--- src/rtl/axi_master_interface.sv ---
// CPU-side AXI4 master bridge: one outstanding read or write (single beat or INCR burst),
// with byte-lane alignment and strobe generation. Optional define: AXI_MASTER_ALIGN_CHECK_EN.
module axi_master_interface #(
  parameter int ADDR_W = 64,
  parameter int DATA_W = 64,
  parameter int ID_W   = 4,
  parameter logic [ID_W-1:0] AXI_ID = '0
) (
  input  logic              clk,
  input  logic              rst,
  input  logic              req_valid,
  output logic              req_ready,
  input  logic              req_wen,
  input  logic [ADDR_W-1:0] req_addr,
  input  logic [2:0]        req_size,
  input  logic [7:0]        req_len,
  input  logic [DATA_W-1:0] wbeat_data,
  input  logic              wbeat_valid,
  output logic              wbeat_ready,
  output logic [DATA_W-1:0] rbeat_data,
  output logic              rbeat_valid,
  input  logic              rbeat_ready,
  output logic              rbeat_last,
  output logic              done_valid,
  output logic [1:0]        done_resp,
  output logic [ID_W-1:0]   axi_ar_id_o,
  output logic [ADDR_W-1:0] axi_ar_addr_o,
  output logic [7:0]        axi_ar_len_o,
  output logic [2:0]        axi_ar_size_o,
  output logic [1:0]        axi_ar_burst_o,
  output logic              axi_ar_valid_o,
  input  logic              axi_ar_ready_i,
  input  logic [DATA_W-1:0] axi_r_data_i,
  input  logic [1:0]        axi_r_resp_i,
  input  logic              axi_r_last_i,
  input  logic              axi_r_valid_i,
  output logic              axi_r_ready_o,
  output logic [ID_W-1:0]   axi_aw_id_o,
  output logic [ADDR_W-1:0] axi_aw_addr_o,
  output logic [7:0]        axi_aw_len_o,
  output logic [2:0]        axi_aw_size_o,
  output logic [1:0]        axi_aw_burst_o,
  output logic              axi_aw_valid_o,
  input  logic              axi_aw_ready_i,
  output logic [DATA_W-1:0] axi_w_data_o,
  output logic [7:0]        axi_w_strb_o,
  output logic              axi_w_last_o,
  output logic              axi_w_valid_o,
  input  logic              axi_w_ready_i,
  input  logic [1:0]        axi_b_resp_i,
  input  logic              axi_b_valid_i,
  output logic              axi_b_ready_o
);

  typedef enum logic [2:0] {IDLE, RADDR, RDATA, WADDR, WDATA, WRESP} state_t;

  state_t            state;
  logic [ADDR_W-1:0] start_addr, beat_addr;
  logic [2:0]        size_q;
  logic [7:0]        len_q, beat_cnt;
  logic [1:0]        worst_resp, resp_max;
  logic              ar_valid_q, aw_valid_q;
  logic [DATA_W-1:0] size_mask;
  logic [7:0]        strb;
  logic [5:0]        lane_shift;
  logic              r_hs, w_hs, w_last;

  assign lane_shift = {beat_addr[2:0], 3'b000};
  assign r_hs       = (state == RDATA) && axi_r_valid_i && rbeat_ready;
  assign w_hs       = (state == WDATA) && wbeat_valid && axi_w_ready_i;
  assign w_last     = (beat_cnt == len_q);
  assign resp_max   = (axi_r_resp_i > worst_resp) ? axi_r_resp_i : worst_resp;

  // NOTE: every combinational output gets a default first, so no path leaves it unassigned (no latch).
  always_comb begin
    size_mask = '1;
    strb      = 8'hFF;
    case (size_q)
      3'd0: begin size_mask = DATA_W'(64'hFF);       strb = 8'h01 << beat_addr[2:0]; end
      3'd1: begin size_mask = DATA_W'(64'hFFFF);     strb = 8'h03 << beat_addr[2:0]; end
      3'd2: begin size_mask = DATA_W'(64'hFFFF_FFFF); strb = 8'h0F << beat_addr[2:0]; end
      default: ;
    endcase
  end

`ifdef AXI_MASTER_ALIGN_CHECK_EN
  logic [2:0] align_mask;
  logic       misaligned;
  always_comb begin
    align_mask = 3'b111;
    case (req_size)
      3'd0: align_mask = 3'b000;
      3'd1: align_mask = 3'b001;
      3'd2: align_mask = 3'b011;
      default: ;
    endcase
  end
  assign misaligned = |(req_addr[2:0] & align_mask);
`endif

  // NOTE: sequential state uses non-blocking assignments only, so every register samples pre-edge values.
  always_ff @(posedge clk or negedge rst) begin
    if (!rst) begin
      state      <= IDLE;
      start_addr <= '0;
      beat_addr  <= '0;
      size_q     <= '0;
      len_q      <= '0;
      beat_cnt   <= '0;
      worst_resp <= '0;
      ar_valid_q <= 1'b0;
      aw_valid_q <= 1'b0;
      done_valid <= 1'b0;
      done_resp  <= '0;
    end else begin
      done_valid <= 1'b0;
      case (state)
        IDLE: if (req_valid) begin
          start_addr <= req_addr;
          beat_addr  <= req_addr;
          size_q     <= req_size;
          len_q      <= req_len;
          beat_cnt   <= '0;
          worst_resp <= '0;
`ifdef AXI_MASTER_ALIGN_CHECK_EN
          if (misaligned) begin
            done_valid <= 1'b1;
            done_resp  <= 2'b10;
          end else
`endif
          if (req_wen) begin
            state      <= WADDR;
            aw_valid_q <= 1'b1;
          end else begin
            state      <= RADDR;
            ar_valid_q <= 1'b1;
          end
        end
        RADDR: if (axi_ar_ready_i) begin
          ar_valid_q <= 1'b0;
          state      <= RDATA;
        end
        RDATA: if (r_hs) begin
          beat_addr  <= beat_addr + (ADDR_W'(1) << size_q);
          beat_cnt   <= beat_cnt + 8'd1;
          worst_resp <= resp_max;
          if (axi_r_last_i) begin
            // A last beat before the requested length is reported as SLVERR.
            done_valid <= 1'b1;
            done_resp  <= (beat_cnt != len_q) ? 2'b10 : resp_max;
            state      <= IDLE;
          end
        end
        WADDR: if (axi_aw_ready_i) begin
          aw_valid_q <= 1'b0;
          state      <= WDATA;
        end
        WDATA: if (w_hs) begin
          beat_addr <= beat_addr + (ADDR_W'(1) << size_q);
          beat_cnt  <= beat_cnt + 8'd1;
          if (w_last) state <= WRESP;
        end
        WRESP: if (axi_b_valid_i) begin
          done_valid <= 1'b1;
          done_resp  <= axi_b_resp_i;
          state      <= IDLE;
        end
        default: state <= IDLE;
      endcase
    end
  end

  // req_ready is held low while reset is asserted so every ready output is quiet in reset.
  assign req_ready      = (state == IDLE) && rst;

  assign axi_ar_id_o    = AXI_ID;
  assign axi_ar_addr_o  = start_addr;
  assign axi_ar_len_o   = len_q;
  assign axi_ar_size_o  = size_q;
  assign axi_ar_burst_o = 2'b01;
  assign axi_ar_valid_o = ar_valid_q;
  assign axi_r_ready_o  = (state == RDATA) && rbeat_ready;
  assign rbeat_valid    = (state == RDATA) && axi_r_valid_i;
  assign rbeat_last     = (state == RDATA) && axi_r_last_i;
  assign rbeat_data     = (axi_r_data_i >> lane_shift) & size_mask;

  assign axi_aw_id_o    = AXI_ID;
  assign axi_aw_addr_o  = start_addr;
  assign axi_aw_len_o   = len_q;
  assign axi_aw_size_o  = size_q;
  assign axi_aw_burst_o = 2'b01;
  assign axi_aw_valid_o = aw_valid_q;
  assign axi_w_valid_o  = (state == WDATA) && wbeat_valid;
  assign wbeat_ready    = (state == WDATA) && axi_w_ready_i;
  assign axi_w_data_o   = wbeat_data << lane_shift;
  assign axi_w_strb_o   = strb;
  assign axi_w_last_o   = (state == WDATA) && w_last;
  assign axi_b_ready_o  = (state == WRESP);

endmodule

--- config.mk ---
export PLATFORM = sky130hd
export DESIGN_NAME = axi_master_interface
export DESIGN_NICKNAME = d
export VERILOG_FILES = /design/src/rtl/axi_master_interface.sv
export SDC_FILE = /design/constraint.sdc
export NUM_CORES = 1
export LEC_CHECK = 0
export ABC_CLOCK_PERIOD_IN_PS = 2600
export BUFFER_PORTS_ARGS = -buffer_cell sky130_fd_sc_hd__buf_2
export CAP_MARGIN = 20
export CELL_PAD_IN_SITES_DETAIL_PLACEMENT = 1
export CELL_PAD_IN_SITES_GLOBAL_PLACEMENT = 2
export CORE_ASPECT_RATIO = 0.9
export CORE_MARGIN = 1.5
export CORE_UTILIZATION = 21
export DETAILED_ROUTE_END_ITERATION = 10
export GPL_TIMING_DRIVEN = 0
export PLACE_DENSITY = 0.89
export SLEW_MARGIN = 20
export SYNTH_ARGS = -nofsm -noshare
export SYNTH_HDL_FRONTEND = slang
export SYNTH_SLANG_ARGS = --single-unit
--- constraint.sdc ---
create_clock -name clk -period 2.6 [get_ports clk]
set_input_delay 0.26 -clock clk [delete_from_list [all_inputs] [get_ports clk]]
set_output_delay 0.26 -clock clk [all_outputs]
set_load 0.01 [all_outputs]
==> impl_metrics.csv <==
group,metric,value,unit
status,status,"finished clean",
drt,antenna_left,0,
floorplanning,die_w,217,um
floorplanning,io-pin-count,530,
power,pwr-share-seq,17.7,%
layout,stdcell_area,12500,um2
clock_tree,cts.sinks,96,
critical_path,rr_startpoint,"axi_ar_size_o[1]",
global_routing,grt_usage,22.0,%
sta,slew-limit-headroom,54.3,%
logic_synthesis,async_flop_share,100,%
logic_synthesis,synth_top_area_share,27.8,%
clock_tree,worstSkewPairLatency,360,ps
power,p_comb_share,73.8,%
clock_tree,clk_pin_slew,90,ps
logic_synthesis,yosysMostFrequentCell,"nand2_1",
clock_tree,cts_tree,"done",
layout,seq_area,2410,um2
sta,finalHoldViolations,0,
critical_path,r2r_end,"beat_addr[1]",
critical_path,cp_max_fo,10,
drt,wl,48.3,mm
placement,placed_area,12000,um2
sta,fin_crit,2530,ps
critical_path,worstSetupPathType,"flop to output port",
critical_path,rr_worst_depth,6,
floorplanning,initial_utilization,21.3,%
placement,gp_congestion,0.944,
global_routing,grt_pass1_wl,70.0,mm
critical_path,crit_top_cell,"buf_2",
power,p_clk_share,8.5,%
floorplanning,fp-row-count,70,
critical_path,cp_top_family,"buffers and inverters",
critical_path,crit_buf_inv,3,
floorplanning,fp.coreArea,40600,um2
layout,multi_input_area,5260,um2
logic_synthesis,synth_seq_cells,96,
power,vdd_drop_max,0.478,mV
logic_synthesis,yosysWarnings,0,
clock_tree,cts_max_path_buffers,2,
drt,dr.pass1.iters,4,
power,power.density,1310,nW/um2
logic_synthesis,synth_seq_area_share,27.8,%
logic_synthesis,synth_common_cells,"nand2_1 (269), dfrtp_1 (96), buf_4 (94), nor2_1 (82)",
drt,vias,10362,
floorplanning,die_h,195,um
critical_path,critPathCaptureType,"output port",
critical_path,cpPeakStageDelay,480,ps
sta,fin_worst_skew,11.0,ps
critical_path,crit_chain,"buf_2 -> clkbuf_4 -> mux4_2 -> mux2_2 -> buf_2",
critical_path,crit_slowest_cell,"dfrtp_2",
layout,fin_nets,1803,
power,switching_share,51.8,%
global_routing,grt_max_degree,69,
drt,avgRoutedWirePerCell,22.7,um
logic_synthesis,ys.flop_type,"dfrtp_1",
layout,n_fill_cell,5076,
logic_synthesis,synth.cell_area,8630,um2
logic_synthesis,syn_inst,1039,
global_routing,antenna_found_initial,5,
logic_synthesis,yosysUniqueCellTypes,58,
hold_path,holdPathEnd,"axi_ar_addr_o[34]",
drt,drcViolationCount,0,
logic_synthesis,synth-edff-count,0,
placement,dpl.hpwl,38.8,mm
critical_path,worst-r2r-setup-slack,130,ps
hold_path,min_path_cells,3,
sta,timing.final.crit_share,97.2,%
logic_synthesis,synth_area_per_cell,8.30,um2
power,p_switching,0.00847,W
placement,port_buffers,517,
layout,drive_gt1_share,50.5,%
sta,finalSetupViolCount,0,
sta,whs,80.8,ps
clock_tree,numCtsBuffers,9,
logic_synthesis,synth_top_area_cell,"dfrtp_1",
clock_tree,cts_setup_buffers,0,
critical_path,worst_ep_required_time,2340,ps
global_routing,overflow,0,
critical_path,startpoint_type,"flop",
job,maxCapViolations,0,
layout,areaGrowthSynthToFinish,44.7,%
global_routing,grt_pass1_vias,10699,
power,leakage,6.89,nW
floorplanning,dieArea,42300,um2
clock_tree,clockRootBuffer,"clkbuf_16",
critical_path,arrival,2270,ps
sta,finalMaxSlewViolations,0,
hold_path,min-delay-path-class,"primary input to flop",
sta,tightestPinTransition,684,ps
sta,max_freq,396,MHz
hold_path,hp-start,"req_addr[34]",
power,internal_power,0.00788,W
drt,via_per_inst,4.87,
clock_tree,h-tree-depth,3,
drt,drtIter0Drc,741,
logic_synthesis,synth.area.top_cells,"dfrtp_1 (28%), nand2_1 (12%), mux4_2 (10%)",
## through the flow
stage	total power [W]	setup slack [ps]	TNS [ps]	utilization, %	cells
2_1_floorplan	0.00957	35.2	0	-	1049
3_3_place_gp	0.0144	-904	-5940	29.4	2106
3_5_place_dp	0.0146	-330	-4900	29.5	2108
4_1_cts	0.0163	-3.22	-3.22	30.6	2123
5_1_grt	0.0174	-0.421	-0.421	30.8	2125
6_report	0.0163	72.8	0	30.8	2126
## cell type report
type / count / share of cell area [%]
multi-input cells: 776 / 42.1
repair buffers: 520 / 21.1
flip-flops and latches: 96 / 19.3
plain buffers: 162 / 9.14
well taps: 540 / 5.41
clock buffers: 9 / 1.80
clock inverters: 7 / 0.651
inverters: 13 / 0.391
diodes: 3 / 0.0601
## flip-flops by register name (all words and copies together) (netlist names)
name and flops:
axi_aw_valid_o 1, axi_ar_len_o 8, axi_ar_valid_o 1, done_resp 2, state 3, axi_ar_addr_o 64
beat_cnt 8, axi_ar_size_o 3, worst_resp 2, beat_addr 3, done_valid 1
## worst max path at each step
stage	startpoint	endpoint	slack, ps	cells after the start
finish	beat_addr[1]	axi_w_data_o[59]	70	5
global route	beat_addr[0]	axi_w_data_o[60]	-0.4	7
CTS	beat_addr[0]	axi_w_data_o[56]	-3	7
detailed placement	axi_ar_size_o[1]	beat_addr[1]	-330	6
global placement	axi_ar_size_o[2]	beat_addr[1]	-900	6
floorplan	axi_ar_size_o[1]	beat_addr[1]	40	6
## worst min-delay path, cell delays in order
cell and delay, ps:
buf_2 70, nand2_1 40, nand2_1 40
## kinds of logic after synthesis
family / synth area share (%)
AOI/OAI and AO/OA: 11.8
xor gates and xnor gates: 1.12
adders and majority gates: 0.957
buffers and inverters: 12.8
DFF: 27.8
muxes: 22.4
other: 0.0871
and+or+nand+nor: 23.0
## timing repair
action	CTS	global route
gates resized for setup	51	26
endpoints found under the hold margin	29	0
endpoints found under the setup margin	132	44
hold buffers	1	0
## cell usage in the layout (no fill, tap or decap), types with 6 or more instances in the layout
cell type  instances
o31ai_1            7
nand3_1            6
a21oi_1           56
o21ai_0           22
a211oi_1           8
mux2i_1           51
clkbuf_1           8
or4_1              6
clkbuf_16          9
buf_2            536
o22a_1             8
nor2_1            78
conb_1            12
o22ai_1           11
mux4_2            40
clkbuf_4           7
o2bb2ai_1          8
a22oi_1           15
clkbuf_2          16
buf_6             10
mux2_2            41
xor2_1             9
and3_1            21
nand2_1          267
dfrtp_1           93
buf_4            100
and2_1            32
inv_1             13
## power groups by stage
stage	logic [W]	clock network, W	registers, W
final	0.0121	0.00139	0.00289
after global routing	0.0129	0.00151	0.00300
after CTS	0.0119	0.00145	0.00292
after detailed placement	0.0118	0	0.00285
after global placement	0.0116	0	0.00283
after floorplan	0.00666	0	0.00291
## per-layer routing
layer  up-vias  share of wire (%)  global-route usage, %  wire, um
met4         2                2.4                   6.51      1150
met3        68                7.1                   3.72      3420
met1      5186                 43                   29.2     20700
li1       4586                  -                      -         -
met5         -              0.027                      0        13
met2       520                 48                   36.5     23000
No activity file was read; power rests on OpenSTA's default activity.
